## src/rtl/hexcount_scan.sv

```systemverilog
// Multi-digit hex up/down counter driven by debounced push-buttons, with a
// time-multiplexed common-cathode seven-segment scanner and selectable scan rate.
module hexcount_scan #(
  parameter int unsigned         DIGITS          = 4,
  parameter int unsigned         DEBOUNCE_CYCLES = 50000,
  parameter int unsigned         SCAN_TAP0       = 15,
  parameter int unsigned         SCAN_TAP1       = 19,
  parameter int unsigned         SCAN_TAP2       = 25,
  parameter logic [4*DIGITS-1:0] INIT            = 16'hFFEA
) (
  input  logic                  clk,
  input  logic                  reset,
  input  logic                  key_one,
  input  logic                  key_two,
  input  logic                  key_zero,
  output logic [DIGITS-1:0]     grounds,
  output logic [6:0]            display,
  output logic [4*DIGITS-1:0]   value,
  output logic                  wrap
);

  localparam int unsigned CW = $clog2(DEBOUNCE_CYCLES + 1);
  localparam int unsigned IW = $clog2(DIGITS);
  localparam logic [CW-1:0] CntLast = CW'(DEBOUNCE_CYCLES - 1);

  // Key order in the vectors below: bit 0 = increment, 1 = decrement, 2 = speed.
  logic [2:0]         keys_raw;
  logic [2:0]         sync1_q, sync2_q;
  logic [2:0]         deb_q, deb_d, deb_prev_q;
  logic [2:0][CW-1:0] cnt_q, cnt_d;
  logic [2:0]         press;

  logic [4*DIGITS-1:0] value_q, value_d;
  logic                wrap_q, wrap_d;
  logic [1:0]          speed_q, speed_d;
  logic [25:0]         div_q;
  logic [4:0]          tap;
  logic [25:0]         tap_mask;
  logic                tick;
  logic [IW-1:0]       idx_q, idx_d;
  logic [DIGITS-1:0]   grounds_q, grounds_d;
  logic [3:0]          nibble;

  assign keys_raw = {key_zero, key_two, key_one};

  // A differing sample advances the count; the level flips on the final one.
  always_comb begin
    deb_d = deb_q;
    cnt_d = '0;
    for (int k = 0; k < 3; k++) begin
      if (sync2_q[k] != deb_q[k]) begin
        if (cnt_q[k] == CntLast) begin
          deb_d[k] = ~deb_q[k];
        end else begin
          cnt_d[k] = cnt_q[k] + 1'b1;
        end
      end
    end
  end

  assign press = deb_q & ~deb_prev_q;

  always_comb begin
    value_d = value_q;
    wrap_d  = 1'b0;
    if (press[0] && !press[1]) begin
      value_d = value_q + 1'b1;
      wrap_d  = &value_q;
    end else if (press[1] && !press[0]) begin
      value_d = value_q - 1'b1;
      wrap_d  = ~|value_q;
    end
  end

  always_comb begin
    speed_d = speed_q;
    if (press[2]) begin
      speed_d = (speed_q == 2'd2) ? 2'd0 : speed_q + 2'd1;
    end
  end

  always_comb begin
    case (speed_q)
      2'd1:    tap = 5'(SCAN_TAP1);
      2'd2:    tap = 5'(SCAN_TAP2);
      default: tap = 5'(SCAN_TAP0);
    endcase
  end

  assign tap_mask = (26'd1 << tap) - 26'd1;
  assign tick     = (div_q & tap_mask) == tap_mask;

  always_comb begin
    idx_d     = idx_q;
    grounds_d = grounds_q;
    if (tick) begin
      idx_d     = (idx_q == IW'(DIGITS - 1)) ? '0 : idx_q + 1'b1;
      grounds_d = {grounds_q[DIGITS-2:0], grounds_q[DIGITS-1]};
    end
  end

  always_ff @(posedge clk or posedge reset) begin
    if (reset) begin
      sync1_q    <= '0;
      sync2_q    <= '0;
      deb_q      <= '0;
      deb_prev_q <= '0;
      cnt_q      <= '0;
      value_q    <= INIT;
      wrap_q     <= 1'b0;
      speed_q    <= 2'd0;
      div_q      <= '0;
      idx_q      <= '0;
      grounds_q  <= ~DIGITS'(1);
    end else begin
      sync1_q    <= keys_raw;
      sync2_q    <= sync1_q;
      deb_q      <= deb_d;
      deb_prev_q <= deb_q;
      cnt_q      <= cnt_d;
      value_q    <= value_d;
      wrap_q     <= wrap_d;
      speed_q    <= speed_d;
      div_q      <= div_q + 26'd1;
      idx_q      <= idx_d;
      grounds_q  <= grounds_d;
    end
  end

  assign nibble = value_q[4*idx_q +: 4];

  always_comb begin
    case (nibble)
      4'h0:    display = 7'h7E;
      4'h1:    display = 7'h30;
      4'h2:    display = 7'h6D;
      4'h3:    display = 7'h79;
      4'h4:    display = 7'h33;
      4'h5:    display = 7'h5B;
      4'h6:    display = 7'h5F;
      4'h7:    display = 7'h70;
      4'h8:    display = 7'h7F;
      4'h9:    display = 7'h7B;
      4'hA:    display = 7'h77;
      4'hB:    display = 7'h1F;
      4'hC:    display = 7'h4E;
      4'hD:    display = 7'h3D;
      4'hE:    display = 7'h4F;
      default: display = 7'h47;
    endcase
  end

  assign grounds = grounds_q;
  assign value   = value_q;
  assign wrap    = wrap_q;

endmodule

```

## config.mk

```make
export PLATFORM = sky130hd
export DESIGN_NAME = hexcount_scan
export DESIGN_NICKNAME = d
export VERILOG_FILES = /design/src/rtl/hexcount_scan.sv
export SDC_FILE = /design/constraint.sdc
export NUM_CORES = 1
export LEC_CHECK = 0
export ABC_AREA = 1
export CORE_MARGIN = 4
export CORE_UTILIZATION = 50
export CTS_CLUSTER_DIAMETER = 200
export DETAILED_ROUTE_END_ITERATION = 10
export PLACE_DENSITY = 0.79
export SLEW_MARGIN = 15
export SYNTH_ARGS = -nofsm -noshare
export SYNTH_HDL_FRONTEND = slang
export SYNTH_SLANG_ARGS = --single-unit
```

## constraint.sdc

```tcl
create_clock -name clk -period 9.3 [get_ports clk]
set_input_delay 0.93 -clock clk [delete_from_list [all_inputs] [get_ports clk]]
set_output_delay 0.93 -clock clk [all_outputs]
set_load 0.1 [all_outputs]
```

==> flow_metrics.env, run 1 <==
export IMPL_end_kind="output pin"
export IMPL_clock_path_buffers=2
export IMPL_fp_coreArea_sq_um=13300
export IMPL_multi_input_area_sq_um=3520
export IMPL_status="completed"
export IMPL_antenna_cells=0
export IMPL_internal_power_mw=0.693
export IMPL_hold_viol=0
export IMPL_post_cts_buffers=0
export IMPL_drt_vias_per_instance=5.14
export IMPL_synth_enable_flop_cells=0
export IMPL_p_leak_nw=3.39
export IMPL_core_rowCount=42
export IMPL_syn_inst=879
export IMPL_tns_ps=0
export IMPL_dpl_hpwl_um=10800
export IMPL_setup_slack_ps=4930
export IMPL_ys_warnings_count=0
export IMPL_cp_max_fo=11
export IMPL_grt_pass1_wl_um=25100
export IMPL_async_reset_ff_frac=1.00
export IMPL_path_class="reg -> out"
export IMPL_htreeDepth=3
export IMPL_switching_share=0.222
export IMPL_synthToLayoutAreaGrowth_pct=12.2
export IMPL_antenna_found_initial=0
export IMPL_p_seq_frac=0.551
export IMPL_layout_min_cycle_time_ps=4370
export IMPL_synth_area_per_cell_sq_um=7.75
export IMPL_grt_total_usage=0.193
export IMPL_p_clk_frac=0.426
export IMPL_design_area_sq_um=7640
export IMPL_p_sw_mw=0.198
export IMPL_vias=5663
export IMPL_ant_nets=0
export IMPL_slowest_delay_ps=1120
export IMPL_grt_use_met2=0.313
export IMPL_start_util=0.512
export IMPL_grt_overflow=0
export IMPL_skew_ps=7.25
export IMPL_synth_flop_cell="dfrtp_1"
export IMPL_final_nets=960
export IMPL_irDropWorstVdd_v=0.0000992
export IMPL_grt_pass1_vias=5470
export IMPL_maxCapViolations=0
export IMPL_hold_buffers=0
export IMPL_worst_pin_slew_ps=1050
export IMPL_final_layout_size_suffix_gt1_frac=0.0865
export IMPL_maxSlewHeadroom=0.296
export IMPL_placed_area_sq_um=7340
export IMPL_powerDensity_nw_per_um2=117
export IMPL_fillerInstances=1185
export IMPL_place_inst=1085
export IMPL_drt_iter0_drc=323
export IMPL_synthesis_nets=919
export IMPL_io_buffers=32
export IMPL_drt_wl_total_um=14300
export IMPL_max_freq_ghz=0.229
export IMPL_finalPower_mw=0.891
export IMPL_grt_use_met3=0.0390
export IMPL_grt_use_met1=0.255
export IMPL_arrival_ps=3440
export IMPL_slew_viol_final=0
export IMPL_numCtsBuffers=9
export IMPL_worstSkewPairLatency_ps=360
export IMPL_fin_crit_sh=0.470
export IMPL_path_cells="inv_2 -> nand2_1 -> a32oi_1 -> inv_1 -> ha_1 -> inv_1 -> nor2_1 -> o21ai_0 -> nand2_1 -> clkdlybuf4s50_1"
export IMPL_slowest_stage="clkdlybuf4s50_1"
export IMPL_setup_viol=0
export IMPL_gp_congestion=0.903
export IMPL_pin_count=33
export IMPL_cts_resized=0
export IMPL_timing_critical_path_buf_inv=4
export IMPL_yosysSeqAreaShare=0.411
export IMPL_die_x_um=125
export IMPL_power_frac_comb=0.024
export IMPL_required_ps=8370
export IMPL_cts_root_buf="clkbuf_16"
export IMPL_hold_path_class="reg -> reg"
export IMPL_die_area_sq_um=15500
export IMPL_syn_cell_area_sq_um=6810
export IMPL_cp_top_family="buffers and inverters"
export IMPL_pre_cts_ws_ps=5310
export IMPL_critPathLaunchType="flip-flop"
export IMPL_drc=0
export IMPL_grt_max_degree=69
export IMPL_cts_sink_count=111
export IMPL_post_drt_wl_per_cell_um=13.0
export IMPL_yosysUniqueCellTypes=43
export IMPL_seq_area_sq_um=2800
export IMPL_die_y_um=125
export IMPL_rsz0062_at_grt="false"
export IMPL_drtPass1Iterations=6
export IMPL_synth_seq_cells=111
export IMPL_stdcell_count=1101
export IMPL_gr_max_usage_layer="met2"
export IMPL_cts_tree="built"
export IMPL_clk_pin_slew_worst_paths_ps=70
==> power groups by stage <==
stage / clock, mW / sequential, mW / combinational, mW
global route: 0.407 / 0.491 / 0.0259
detailed placement: 0 / 0.500 / 0.0223
finish: 0.379 / 0.490 / 0.0212
CTS: 0.389 / 0.490 / 0.0223
global placement: 0 / 0.499 / 0.0218
floorplan: 0 / 0.499 / 0.0151
==> cell usage after synthesis, types with 2 or more instances <==
master | number | share of area
nand3_2 | 2 | 0.0029
a32oi_1 | 2 | 0.0026
nor2_4 | 6 | 0.0099
nor2_1 | 105 | 0.058
nand4_1 | 21 | 0.019
nor3b_1 | 3 | 0.0033
nand3b_1 | 3 | 0.0033
o22ai_1 | 4 | 0.0037
nand3_1 | 54 | 0.040
xor2_1 | 37 | 0.048
inv_1 | 121 | 0.067
dfstp_2 | 16 | 0.062
nand2_2 | 7 | 0.0064
nor3_2 | 8 | 0.012
clkbuf_1 | 2 | 0.0011
a21oi_1 | 21 | 0.015
ha_1 | 34 | 0.062
o21a_1 | 2 | 0.0022
or2_2 | 7 | 0.0064
nor3_1 | 39 | 0.029
nand2_1 | 226 | 0.12
nor4_1 | 6 | 0.0055
nand2_4 | 2 | 0.0033
nor2_2 | 2 | 0.0018
inv_2 | 5 | 0.0028
nor4_2 | 2 | 0.0037
xnor2_1 | 13 | 0.017
o21bai_1 | 6 | 0.0066
o21ai_1 | 2 | 0.0015
dfrtp_1 | 95 | 0.35
o21ai_0 | 14 | 0.010
==> state kept, by name (all words and copies together) (netlist names) <==
| signal | count |
|---|---|
| sync1_q | 3 |
| speed_q | 2 |
| idx_q | 2 |
| cnt_q | 48 |
| deb_q | 3 |
| div_q | 26 |
| deb_prev_q | 3 |
| wrap | 1 |
| grounds | 4 |
| sync2_q | 3 |
| value | 16 |
==> per-stage QoR <==
stage	hold WS, ps	util
final	351	0.574
after global routing	369	0.574
after CTS	354	0.574
after detailed placement	337	0.552
after global placement	333	0.552
after floorplan	331	-
==> layer usage <==
| layer | share of wire | wire length, um |
|---|---|---|
| met2 | 0.47 | 6710 |
| met4 | 0.020 | 283 |
| met5 | 0 | 0 |
| met3 | 0.047 | 670 |
| met1 | 0.46 | 6620 |
==> placed cells by master (no fill, tap or decap), types with 3 or more instances in the layout <==
master	n
nor3_1	39
clkbuf_16	9
inv_2	5
o22ai_1	4
nor4_1	6
nor2_4	6
ha_1	34
nand3_1	54
inv_1	120
o21ai_0	14
nand2_2	7
a21oi_1	21
xnor2_1	13
clkdlybuf4s50_1	32
nor2_1	105
nor3b_1	3
o21bai_1	6
nand3b_1	3
dfstp_2	16
dfrtp_1	95
nand2_1	226
xor2_1	37
nor3_2	8
or2_2	7
nand4_1	21
==> cells by family (layout without fill, tap and decap cells) <==
logic type      Yosys count  after routing  synth area share
fa+ha+maj                35             35            0.0654
buf+inv                 130            176            0.0722
flops                   111            111             0.411
compound gates           55             55            0.0480
xor+xnor                 50             50            0.0643
simple gates            498            498             0.339
==> path summary, 6_finish.rpt <==
path                       startpoint          to  slack, ps  cells past startpoint
hold / removal             sync1_q[2]  sync2_q[2]        350                      0
min in group asynchronous       reset   cnt_q[45]        970                      2
hold reg to reg            sync1_q[2]  sync2_q[2]        350                      0
setup reg to reg             deb_q[1]    value[5]       6470                     12
setup / recovery             idx_q[0]  display[3]       4930                     10
max in group asynchronous       reset   cnt_q[13]       7100                      3
==> cell type report <==
type,instances,area share
multi-input combinational,638,0.461
inverter,127,0.0627
tap,176,0.0288
sequential,111,0.366
timing repair buffer,33,0.0429
clock buffer,12,0.0336
clock inverter,4,0.00475
==> worst reg2reg max path, delay by kind of cell, from the launching register on <==
| kind | cells | cell delay, ps |
|---|---|---|
| adders and majority gates | 2 | 670 |
| buffers and inverters | 3 | 600 |
| DFF | 1 | 400 |
| and+or+nand+nor | 7 | 1080 |
(Power assumes the default switching activity.)
==> inputs of run 2 (changes only) <==
==> constraint.sdc (replaced) <==
create_clock -name clk -period 4.2 [get_ports clk]
set_input_delay 0.42 -clock clk [delete_from_list [all_inputs] [get_ports clk]]
set_output_delay 0.42 -clock clk [all_outputs]
set_load 0.1 [all_outputs]
==> run 2 against run 1 <==
Net effect:
- total power grew 130%
- first-iteration DRC count grew 54%
- sequential share of layout area fell by 0.066 points
- worst hold slack lost 0.90 ps
- count of clock-buffer cells in the layout is 1 lower
- global-route usage decreased by 0.43 points
- clock power increased by 130%
==> flow_metrics.env, run 2 (same netlist as run 1, synthesis figures left out) <==
export IMPL_status="completed"
export IMPL_drtPass1Iterations=5
export IMPL_rsz0062_at_grt="false"
export IMPL_slowest_delay_ps=490
export IMPL_timing_critical_path_buf_inv=4
export IMPL_die_y_um=125
export IMPL_die_x_um=125
export IMPL_drt_iter0_drc=497
export IMPL_final_layout_size_suffix_gt1_frac=0.0960
export IMPL_grt_total_usage=0.188
export IMPL_hold_buffers=0
export IMPL_max_freq_ghz=0.337
export IMPL_cts_root_buf="clkbuf_16"
export IMPL_design_area_sq_um=7650
export IMPL_critPathLaunchType="flip-flop"
export IMPL_irDropWorstVdd_v=0.000249
export IMPL_drt_wl_total_um=14300
export IMPL_placed_area_sq_um=7340
export IMPL_maxSlewHeadroom=0.321
export IMPL_worst_pin_slew_ps=1020
export IMPL_io_buffers=32
export IMPL_tns_ps=0
export IMPL_drc=0
export IMPL_htreeDepth=3
export IMPL_powerDensity_nw_per_um2=264
export IMPL_top_register="cnt_q"
export IMPL_grt_pass1_wl_um=24900
export IMPL_post_cts_buffers=0
export IMPL_skew_ps=11.1
export IMPL_path_class="reg -> out"
export IMPL_largest_reg_flops=48
export IMPL_layout_common_cells="226 x nand2_1, 120 x inv_1, 105 x nor2_1, 95 x dfrtp_1, 54 x nand3_1"
export IMPL_cts_tree="built"
export IMPL_antenna_cells=0
export IMPL_path_cells="inv_2 -> nand2_1 -> a32oi_1 -> inv_1 -> ha_1 -> inv_1 -> nor2_1 -> o21ai_0 -> nand2_1 -> buf_4"
export IMPL_layout_commonest_cell="nand2_1"
export IMPL_clock_path_buffers=2
export IMPL_setup_viol=0
export IMPL_pin_count=33
export IMPL_grt_overflow=0
export IMPL_fillerInstances=1172
export IMPL_cts_resized=0
export IMPL_fin_crit_sh=0.707
export IMPL_slowest_stage="dfrtp_1"
export IMPL_start_util=0.512
export IMPL_maxCapViolations=0
export IMPL_dpl_hpwl_um=10700
export IMPL_final_nets=962
export IMPL_arrival_ps=2550
export IMPL_numCtsBuffers=9
export IMPL_worstSkewPairLatency_ps=360
export IMPL_clk_pin_slew_worst_paths_ps=70
export IMPL_drt_vias_per_instance=5.16
export IMPL_gp_congestion=0.946
export IMPL_fp_coreArea_sq_um=13300
export IMPL_hold_path_class="reg -> reg"
export IMPL_hold_viol=0
export IMPL_antenna_found_initial=0
export IMPL_slew_viol_final=0
export IMPL_core_rowCount=42
export IMPL_cp_max_fo=11
export IMPL_vias=5686
export IMPL_end_kind="output pin"
export IMPL_p_leak_nw=3.41
export IMPL_die_area_sq_um=15500
export IMPL_layout_min_cycle_time_ps=2970
export IMPL_ant_nets=0
export IMPL_post_drt_wl_per_cell_um=13.0
export IMPL_required_ps=3780
export IMPL_grt_pass1_vias=5510
export IMPL_synthToLayoutAreaGrowth_pct=12.4
export IMPL_cp_top_family="buffers and inverters"
export IMPL_cts_sink_count=111
export IMPL_grt_max_degree=70
[run 2: cell types whose count changed in the layout (fill, tap and decap cells not counted), sizes merged]
cell,delta
buf,+9
bufinv,+1
clkbuf,-1
clkdlybuf4s50,-7
clkinv,+1
clkinvlp,-1
[run 2: worst paths after layout]
path | depth (start not counted) | endpoint | from | slack (ps)
max reg2reg | 12 | value[5] | deb_q[1] | 1520
max in group asynchronous | 3 | value[14] | reset | 2740
min | 0 | sync2_q[2] | sync1_q[2] | 350
min reg2reg | 0 | sync2_q[2] | sync1_q[2] | 350
max | 10 | display[3] | idx_q[0] | 1230
min in group asynchronous | 2 | cnt_q[42] | reset | 560
[run 2: area by class of cell]
cell class	instances	area (sq um)	area share
multi-input combinational	638	3520	0.460
inverter	127	479	0.0626
sequential	111	2800	0.366
clock inverter	5	66.3	0.00867
timing repair buffer	35	325	0.0425
clock buffer	11	243	0.0317
tap	176	220	0.0288
[run 2: routing by layer]
layer	vias up	wire length, um	share of wire	global-route usage
met3	20	512	0.036	0.0403
met5	-	0	0	0
met1	2650	6620	0.46	0.244
met2	115	6980	0.49	0.325
li1	2901	-	-	-
met4	0	180	0.013	0.0419
[run 2: where the power goes]
group	switching (mW)	total, mW	internal (mW)
sequential	0.00697	1.09	1.08
clock	0.399	0.887	0.488
combinational	0.0358	0.0481	0.0124
total	0.441	2.02	1.58
[run 2: metrics by stage]
stage | hold slack, ps | worst slack (ps) | instances | total power [mW] | utilization
6_report | 350 | 1230 | 1103 | 2.02 | 0.575
5_1_grt | 357 | 950 | 1103 | 2.09 | 0.575
4_1_cts | 351 | 1230 | 1103 | 2.04 | 0.575
3_5_place_dp | 335 | 1580 | 1087 | 1.16 | 0.552
3_3_place_gp | 333 | 1630 | 1087 | 1.15 | 0.552
2_1_floorplan | 331 | 165 | 879 | 1.14 | -
==> inputs of run 3 (changes only) <==
==> constraint.sdc (replaced) <==
create_clock -name clk -period 2.9 [get_ports clk]
set_input_delay 0.29 -clock clk [delete_from_list [all_inputs] [get_ports clk]]
set_output_delay 0.29 -clock clk [all_outputs]
set_load 0.1 [all_outputs]
==> run 3 against run 2 <==
Net effect:
- sequential power increased by 44%
- clock skew decreased by 1.1 ps
- worst hold slack got worse by 88 ps
- clock power increased by 48%
- design area increased by 1.8%
- via count decreased by 0.23%
- sequential share of layout area decreased by 0.62 points
- worst setup slack got worse by 1100 ps
- non-clock buffer count increased by 2
- critical path type unchanged
- critical endpoint is now display[4]
- largest cell class unchanged
- largest power group unchanged
==> flow_metrics.env, run 3 (same netlist as run 1, synthesis figures left out) <==
export IMPL_hold_buffers=0
export IMPL_arrival_ps=2440
export IMPL_die_x_um=125
export IMPL_htreeDepth=3
export IMPL_core_rowCount=42
export IMPL_start_util=0.512
export IMPL_worstSkewPairLatency_ps=360
export IMPL_grt_overflow=0
export IMPL_grt_pass1_wl_um=24900
export IMPL_drt_vias_per_instance=5.13
export IMPL_cts_root_buf="clkbuf_16"
export IMPL_switching_share=0.224
export IMPL_pre_cts_ws_ps=322
export IMPL_io_buffers=32
export IMPL_p_clk_frac=0.443
export IMPL_drtPass1Iterations=5
export IMPL_required_ps=2610
export IMPL_drt_wl_total_um=14300
export IMPL_skew_ps=9.96
export IMPL_grt_total_usage=0.191
export IMPL_r2r_start="deb_q[1]"
export IMPL_fp_coreArea_sq_um=13300
export IMPL_internal_power_mw=2.29
export IMPL_dpl_hpwl_um=10800
export IMPL_numCtsBuffers=9
export IMPL_layout_commonest_cell="nand2_1"
export IMPL_drc=0
export IMPL_pin_count=33
export IMPL_tns_ps=0
export IMPL_antenna_cells=0
export IMPL_final_nets=964
export IMPL_vias=5673
export IMPL_hold_path_class="in -> async"
export IMPL_path_cells="nand2_1 -> a32oi_4 -> inv_1 -> ha_1 -> o21ai_0 -> nand2_2 -> buf_12"
export IMPL_irDropWorstVdd_v=0.000456
export IMPL_p_sw_mw=0.660
export IMPL_cts_sink_count=111
export IMPL_end_kind="output pin"
export IMPL_hold_viol=0
export IMPL_die_y_um=125
export IMPL_layout_common_cells="224 x nand2_1, 119 x inv_1, 104 x nor2_1, 92 x dfrtp_1, 54 x nand3_1"
export IMPL_cp_max_fo=6
export IMPL_startpoint="value[5]"
export IMPL_critPathLaunchType="flip-flop"
export IMPL_clock_path_buffers=2
export IMPL_rsz0062_at_grt="false"
export IMPL_final_core_util=0.586
export IMPL_cp_top_family="compound AO/OA/AOI/OAI gates"
export IMPL_maxSlewHeadroom=0.680
export IMPL_max_freq_ghz=0.367
export IMPL_slowest_stage="dfstp_2"
export IMPL_post_drt_wl_per_cell_um=12.9
export IMPL_ant_nets=0
export IMPL_cts_tree="built"
export IMPL_worst_pin_slew_ps=474
export IMPL_slowest_delay_ps=600
export IMPL_final_layout_size_suffix_gt1_frac=0.135
export IMPL_timing_critical_path_buf_inv=2
export IMPL_layout_min_cycle_time_ps=2730
export IMPL_maxCapViolations=0
export IMPL_setup_slack_ps=172
export IMPL_antenna_found_initial=0
export IMPL_status="completed"
export IMPL_slew_viol_final=0
export IMPL_p_seq_frac=0.533
export IMPL_grt_max_degree=69
export IMPL_setup_viol=0
export IMPL_powerDensity_nw_per_um2=378
export IMPL_top_register="cnt_q"
export IMPL_power_frac_comb=0.024
export IMPL_drt_iter0_drc=344
export IMPL_gp_congestion=0.922
export IMPL_largest_reg_flops=48
export IMPL_path_class="reg -> out"
export IMPL_fin_crit_sh=0.941
export IMPL_die_area_sq_um=15500
export IMPL_synthToLayoutAreaGrowth_pct=14.4
export IMPL_grt_pass1_vias=5336
export IMPL_p_leak_nw=3.51
export IMPL_clk_pin_slew_worst_paths_ps=80
export IMPL_fillerInstances=1191
==> run 3: layout make-up <==
cell class | instances | area (sq um) | area share
timing repair buffer | 37 | 388 | 0.0498
clock inverter | 6 | 73.8 | 0.00947
clock buffer | 10 | 239 | 0.0307
sequential | 111 | 2800 | 0.360
tap | 176 | 220 | 0.0283
multi-input combinational | 638 | 3590 | 0.461
inverter | 127 | 480 | 0.0617
==> run 3: per-stage QoR <==
stage                     power, mW  cell area, sq um  hold WS, ps  std cells
after floorplan                1.65              6860          321        879
after global placement         1.68              7450          334       1089
after detailed placement       1.68              7450          336       1089
after CTS                      2.98              7770          268       1105
after global routing           3.06              7790          290       1105
final                          2.95              7790          263       1105
==> run 3: final timing paths <==
check	slack, ps	endpoint	cells after the start
max in group asynchronous	1920	value[12]	3
worst min register to register	350	sync2_q[2]	0
worst min-delay path	260	sync1_q[0]	2
worst max-delay path	170	display[4]	7
min in group clk	350	sync2_q[2]	0
worst max register to register	290	value[6]	14
==> run 3: timing repair <==
action                                  4_1_cts  5_1_grt
gates resized for setup                       1        5
setup buffers                                 0        0
endpoints found under the setup margin        3        3
==> run 3: layer usage <==
metal  GRT usage  part of all wire  up-vias
met4      0.0400             0.012        0
met5           0                 0        -
met3      0.0596             0.059       19
met2       0.308              0.46      115
met1       0.254              0.46     2632
li1            -                 -     2907
==> run 3: power groups by stage <==
| stage | Clock, mW | Sequential, mW | Combinational (mW) |
|---|---|---|---|
| 2_1_floorplan | 0 | 1.60 | 0.0489 |
| 3_5_place_dp | 0 | 1.60 | 0.0753 |
| 4_1_cts | 1.34 | 1.57 | 0.0753 |
| 5_1_grt | 1.40 | 1.57 | 0.0870 |
| 3_3_place_gp | 0 | 1.60 | 0.0740 |
| 6_report | 1.31 | 1.57 | 0.0720 |
